$ cat config.mk
export PLATFORM = sky130hd
export DESIGN_NAME = rs232_tx_scheduler
export DESIGN_NICKNAME = d
export VERILOG_FILES = /design/src/rtl/rs232_tx_scheduler.sv
export SDC_FILE = /design/constraint.sdc
export NUM_CORES = 1
export LEC_CHECK = 0
export CAP_MARGIN = 20
export CORE_MARGIN = 2
export CORE_UTILIZATION = 45
export CTS_CLUSTER_DIAMETER = 120
export DETAILED_ROUTE_END_ITERATION = 7
export GPL_TIMING_DRIVEN = 0
export PLACE_DENSITY = 0.66
export SYNTH_ARGS = -nofsm -noshare
export SYNTH_HDL_FRONTEND = slang
export SYNTH_SLANG_ARGS = --single-unit
$ cat constraint.sdc
create_clock -name clk -period 8.65 [get_ports clk]
set_input_delay 1.73 -clock clk [delete_from_list [all_inputs] [get_ports clk]]
set_output_delay 1.73 -clock clk [all_outputs]
set_load 0.05 [all_outputs]
$ cat src/rtl/rs232_tx_scheduler.sv
// rs232_tx_scheduler: round-robin arbiter for four byte requesters feeding one 8N1 serial transmitter
// with a per-frame baud divisor chosen from four parameters.
module rs232_tx_scheduler #(
   parameter int DIV0 = 5208,
   parameter int DIV1 = 2604,
   parameter int DIV2 = 1302,
   parameter int DIV3 = 434
) (
   input  logic        clk,
   input  logic        rst,
   input  logic [1:0]  buad_setting,
   input  logic [3:0]  req,
   input  logic [31:0] req_data,
   output logic [3:0]  grant,
   output logic        busy,
   output logic        tx
);
   typedef enum logic [1:0] {IDLE, START_BIT, DATA, STOP} state_t;
   state_t      state, state_n;
   logic [12:0] tmr, tmr_n, div_q, div_n, div_sel;
   logic [2:0]  idx, idx_n;
   logic [1:0]  last_winner, lw_n, winner;
   logic [7:0]  data_q, data_n;
   logic [3:0]  grant_n;
   logic        tx_n, bit_end;
   assign busy    = state != IDLE;
   assign bit_end = tmr == div_q - 13'd1;
   assign div_sel = buad_setting == 2'd0 ? 13'(DIV0) :
                    buad_setting == 2'd1 ? 13'(DIV1) :
                    buad_setting == 2'd2 ? 13'(DIV2) : 13'(DIV3);
   // Scan from farthest to nearest so the requester right after last_winner wins.
   always_comb begin
      winner = last_winner;
      for (int i = 4; i >= 1; i--)
         if (req[last_winner + 2'(i)]) winner = last_winner + 2'(i);
   end
   always_comb begin
      state_n = state;
      tmr_n   = tmr + 13'd1;
      idx_n   = idx;
      lw_n    = last_winner;
      data_n  = data_q;
      div_n   = div_q;
      grant_n = 4'b0000;
      tx_n    = tx;
      case (state)
         IDLE: begin
            tmr_n = '0;
            tx_n  = 1'b1;
            if (|req) begin
               state_n = START_BIT;
               lw_n    = winner;
               data_n  = req_data[{winner, 3'b000} +: 8];
               div_n   = div_sel;
               grant_n = 4'b0001 << winner;
               tx_n    = 1'b0;
            end
         end
         START_BIT: if (bit_end) begin
            state_n = DATA;
            tmr_n   = '0;
            idx_n   = '0;
            tx_n    = data_q[0];
         end
         DATA: if (bit_end) begin
            tmr_n = '0;
            if (idx == 3'd7) begin
               state_n = STOP;
               tx_n    = 1'b1;
            end else begin
               idx_n = idx + 3'd1;
               tx_n  = data_q[idx + 3'd1];
            end
         end
         STOP: if (bit_end) begin
            state_n = IDLE;
            tmr_n   = '0;
            idx_n   = '0;
         end
         default: state_n = IDLE;
      endcase
   end
   always_ff @(posedge clk or negedge rst) begin
      if (!rst) begin
         state       <= IDLE;
         tmr         <= '0;
         idx         <= '0;
         last_winner <= 2'd3;
         data_q      <= 8'h00;
         div_q       <= 13'(DIV0);
         grant       <= 4'b0000;
         tx          <= 1'b1;
      end else begin
         state       <= state_n;
         tmr         <= tmr_n;
         idx         <= idx_n;
         last_winner <= lw_n;
         data_q      <= data_n;
         div_q       <= div_n;
         grant       <= grant_n;
         tx          <= tx_n;
      end
   end
endmodule

== Word level (Yosys, flattened, before mapping) ==
Index checks and enable logic that the tools add are counted.
W data, S select, Z words.

* Mux-type cells: 33
* $lt $le $gt $ge: 4
* Eq/ne operators: 14
* Shift-type cells: 2
* Add/subtract/negate cells: 6
* Reductions and logical operators: 12

{| class="wikitable"
|+ Operator list
! kind !! count
|-
| $shiftx A32 B6 Y8 || 1
|-
| $mux W13 || 2
|-
| $pmux W13 S2 || 1
|-
| $mux W2 || 8
|-
| $add A13 B1 Y13 const B || 1
|-
| $eq A13 B13 Y1 || 1
|-
| $sub A13 B1 Y13 const B || 1
|-
| $mux W12 || 1
|-
| $ne A2 B2 Y1 const B || 6
|-
| $mux W11 || 1
|-
| $lt A2 B3 Y1 const B || 3
|-
| $mux W3 || 3
|-
| $mux W1 || 8
|-
| $mux W4 || 2
|-
| $pmux W2 S4 || 1
|-
| $bmux W1 S2 || 3
|-
| $eq A2 B2 Y1 const B || 3
|-
| $pmux W3 S2 || 1
|-
| $reduce_and A5 Y1 || 1
|-
| $add A2 B2 Y2 const B || 2
|-
| $eq A2 B1 Y1 const B || 2
|-
| $logic_not A2 Y1 || 2
|-
| $lt A3 B4 Y1 const B || 1
|-
| $reduce_and A4 Y1 || 1
|-
| other kinds (14) || 15
|}

* Word-level logic and storage cells: 79
* Output and inout bits: 6
* Register bits after elaboration: 46

== Logic depth before layout (Yosys ltp) ==
Gate-level depths: netlist (run 1).

* Depth after elaboration: 9
* Gate-level depth with buffers: 12
* Depth with buffers taken out: 9

== Worst setup path after synthesis (run 1) ==
No wires, ideal clock.

* Path type: in2reg
* From: in req[0]
* To: reg data_q[6]
* Arrival: 2.962 ns
* Data required time: 8.514 ns
* Path slack: 5.552 ns
* Stages: 7
* Path through: a21oi_1 a31oi_1 a21oi_1 buf_1 mux2_2 o21ai_0 o21ai_0

* Cells in the longest elaborated chain, start to end: 6
* Elaborated cells between the ends (all ways): 12
* Those cells by class: shift (1); mux (9); reduce/logical (2)

{| class="wikitable"
|+ RTL lines
! element !! line !! source
|-
| start: declaration || 12 || <nowiki>input logic [3:0] req,</nowiki>
|-
| $bmux W1 S2 || 35 || <nowiki>if (req[last_winner + 2'(i)]) winner = last_winner + 2'(i);</nowiki>
|-
| $mux W1 (implied by the code) || 35 ||
|-
| $mux W2 (3 in a row) || 35 ||
|-
| $shiftx A32 B6 Y8 || 53 || <nowiki>data_n = req_data[{winner, 3'b000} +: 8];</nowiki>
|-
| end signal: assignment || 98 || <nowiki>data_q <= data_n;</nowiki>
|-
| end: declaration || 23 || <nowiki>logic [7:0] data_q, data_n;</nowiki>
|}

Several ways; a longest one is shown, not always the timed one. The select of a mux whose other input is x is not followed.
A chain may end at the register's enable or synchronous reset.

== Worst setup path after layout (run 1) ==
* From: in req[1]
* To: reg data_q[6]

Same word-level chain as after synthesis.

==> results of run 1 <==
-- per-stage QoR --
stage	power (mW)	setup slack, ns	hold slack [ns]
2_1_floorplan	0.796	5.55	0.445
3_3_place_gp	0.936	4.49	0.457
3_5_place_dp	0.952	4.54	0.479
4_1_cts	1.11	4.85	0.496
5_1_grt	1.20	4.66	0.517
6_report	1.10	4.85	0.497
-- final cells by class --
| cell class | count | share of cell area, % |
|---|---|---|
| well taps | 75 | 2.75 |
| plain buffers | 17 | 2.39 |
| clock inverters | 2 | 1.10 |
| flip-flops and latches | 42 | 31.1 |
| inverters | 10 | 1.10 |
| multi-input cells | 224 | 45.6 |
| clock buffers | 6 | 2.13 |
| repair buffers | 46 | 13.9 |
-- flip-flops by register name, summed over array words and instances (netlist names) --
signal       cells
data_q           8
div_q            9
grant            4
idx              3
last_winner      2
state            2
tmr             13
tx               1
-- cell usage in the layout, fill, tap and decap left out, types with 3 or more instances in the layout --
cell type and instances:
a21oi_1 6, and3_1 4, nor2b_1 3, inv_1 10, nor3_1 7, dfstp_2 7, mux2_2 10, clkdlybuf4s50_1 44
o21ai_0 24, a31oi_1 4, clkbuf_1 9, nand2_1 41, mux2i_1 12, nand3_1 7, xnor2_1 12, nor2_1 27
dfrtp_1 35, clkbuf_8 5, ha_1 16, buf_2 5, xor2_1 12, nor4_1 4
-- final timing paths --
kind,depth (start not counted),from,end,slack [ns]
max,6,req[1],data_q[6],4.85
min,2,data_q[3],data_q[3],0.50
max reg2reg,11,div_q[8],state[1],5.22
min reg2reg,2,data_q[3],data_q[3],0.50
max in group asynchronous,2,rst,last_winner[0],6.68
min in group asynchronous,1,rst,tmr[1],1.39
-- worst max-delay path: cells and delay by family --
kind / cells / cell delay (ns)
AO/OA/AOI/OAI: 1 / 0.16
buffers and inverters: 3 / 1.19
AND/OR/NAND/NOR: 2 / 0.88
-- kinds of logic after synthesis --
group | count (synthesis)
simple gates | 107
compound gates | 51
flops | 42
buf+inv | 27
mux | 26
xor+xnor | 24
fa+ha+maj | 16
-- power groups by stage --
stage	Sequential, mW	Combinational [mW]	Clock, mW
after floorplan	0.356	0.440	0
final	0.349	0.598	0.157
after detailed placement	0.352	0.600	0
after global routing	0.360	0.675	0.167
after global placement	0.348	0.589	0
after CTS	0.348	0.603	0.161
-- metal layers --
layer	routed length, um	share of wire, %	GRT usage, %
met5	0	0	0
met4	88	1.5	7.00
met3	244	4.1	2.86
met2	2630	44	28.5
met1	3000	50	28.0
==> run metrics, run 1 <==
Synth top area share=32.1%; Initial Util=46.4%; largest net degree at the start of global routing=23; leak pwr=1.52 nW; Setup CP Type=in -> reg; syn nets=349; ys flop type=dfrtp_1; initial detailed-routing violation count=114; Vias=2210; register area share after synthesis=38.8%; post-DP HPWL=4610 um; core area=5890 um2; crit share post-route=44.0%; CTS root buffer=clkbuf_8; remaining global-route overflow=0; Mapped Cells=293; clk_skew=0.00770 ns; CTS Buf Count=5; startpoint type of the worst setup path=input port; n_diodes=0; top post-synthesis cells by count=nand2_1, dfrtp_1, nor2_1, o21ai_0, ha_1; placed cell area=3300 um2; worst stage delay on the critical path=0.66 ns; WL final=5970 um; most frequent cell after synthesis=nand2_1; Least-Margin Pin Slew=0.701 ns; Simple-Gate Fraction of Synth Area=19.0%; largest family of logic cells by synthesized area=simple AND/OR/NAND/NOR gates; Chip Width=81.9 um; Sink Count=42; Finished Cell Area=3410 um2; post-route insts no fill=422; clk_lat worst skew=0.30 ns; Arr. time, crit path=3.97 ns; DIE AREA=6710 um2; Worst VDD drop=0.191 mV; # hold bufs at CTS=0; CP endpoint kind=register; max cap viols=0; WL/cell=14.1 um; Register Area=1060 um2; post-CTS setup buffer count=0; # nets final=402; hold crit path type=reg -> reg; Yosys reg bits=42; Ports=46; cell taking the most area after synthesis=dfrtp_1; crit-path cells=clkdlybuf4s50_1 > nor4_1 > nand2b_1 > clkbuf_1 > clkbuf_1 > o21ai_0; ranking of synthesized cells by area=dfrtp_1, ha_1, dfstp_2; Psw=0.464 mW; Max clock buf depth=2; IO buf count=45; setup TNS=0 ns; number of global-route vias before repair=2103; area grow syn2layout=24.8%; sequential share of power=31.6%; global-route wire length before repair=9970 um; unique cell type count in the Yosys netlist=50; mux cell area share after synthesis=11.3%; EDFF count, synth=0; crit path max fanout=10; Final Core Density=57.9%; share of post-route cells with drive strength above 1=12.4%; Tmin final=3.80 ns; area of the multi-input gates=1550 um2; GP Congestion=0.828; # rows=28; Synth warnings=0; Final ANT Viol Nets=0; Clock transition at path regs=0.07 ns; sw frac=42.0%; fraction of registers with async set/reset=100%; Fill cells=537; placed cells=414; setup violators final=0; power per cell area=324 nW/um2; drt first pass iters=4; initial antenna violation count=0; Post-Synthesis Cell Area=2730 um2; GRT Total Usage=19.2%; max_slew headroom=52.8%; Internal=0.640 mW; Synth Area in Compound Gates=11.6%; CP required=8.81 ns; combinational power share=54.2%; H-tree level count=2; post-cts resize count=0; critical path's slowest cell=nor4_1; Die Y=81.9 um; Clk network pwr share=14.2%; Post-Synth XOR/XNOR Area=7.69%; Avg Cell Area, Syn=9.33 um2; status=finished, final reports clean; Post-Synth Adder-Cell Area=7.33%; CP dominant cell by count=clkbuf_1; Final Hold Vio Count=0; Remaining DRCs=0; RSZ-0062 raised after global routing=false; CTS tree=done; fmax=263 MHz; Pins Over Slew Limit=0; Via density=5.24
No activity file was read; power rests on OpenSTA's default activity.
==> inputs of run 2 (changes only) <==
==> constraint.sdc (replaced) <==
create_clock -name clk -period 3.66 [get_ports clk]
set_input_delay 0.732 -clock clk [delete_from_list [all_inputs] [get_ports clk]]
set_output_delay 0.732 -clock clk [all_outputs]
set_load 0.05 [all_outputs]
==> results of run 2 <==
Same layout as run 1 (identical final DEF). Status: finished, final reports clean.
Main changes from that run: setup slack after placement 4.54 ns -> 0.347 ns; clock-pin slew on the worst setup and hold paths 0.07 ns -> 0.09 ns; setup slack after layout 4.85 ns -> 0.228 ns; hold slack 0.497 ns -> 0.397 ns; start point of the critical path req[1] -> div_q[8]; end point of the critical path data_q[6] -> state[1]; register-to-register setup slack 5.22 ns -> 0.23 ns; total power 1.10 mW -> 2.61 mW; worst IR drop on VDD 0.191 mV -> 0.450 mV
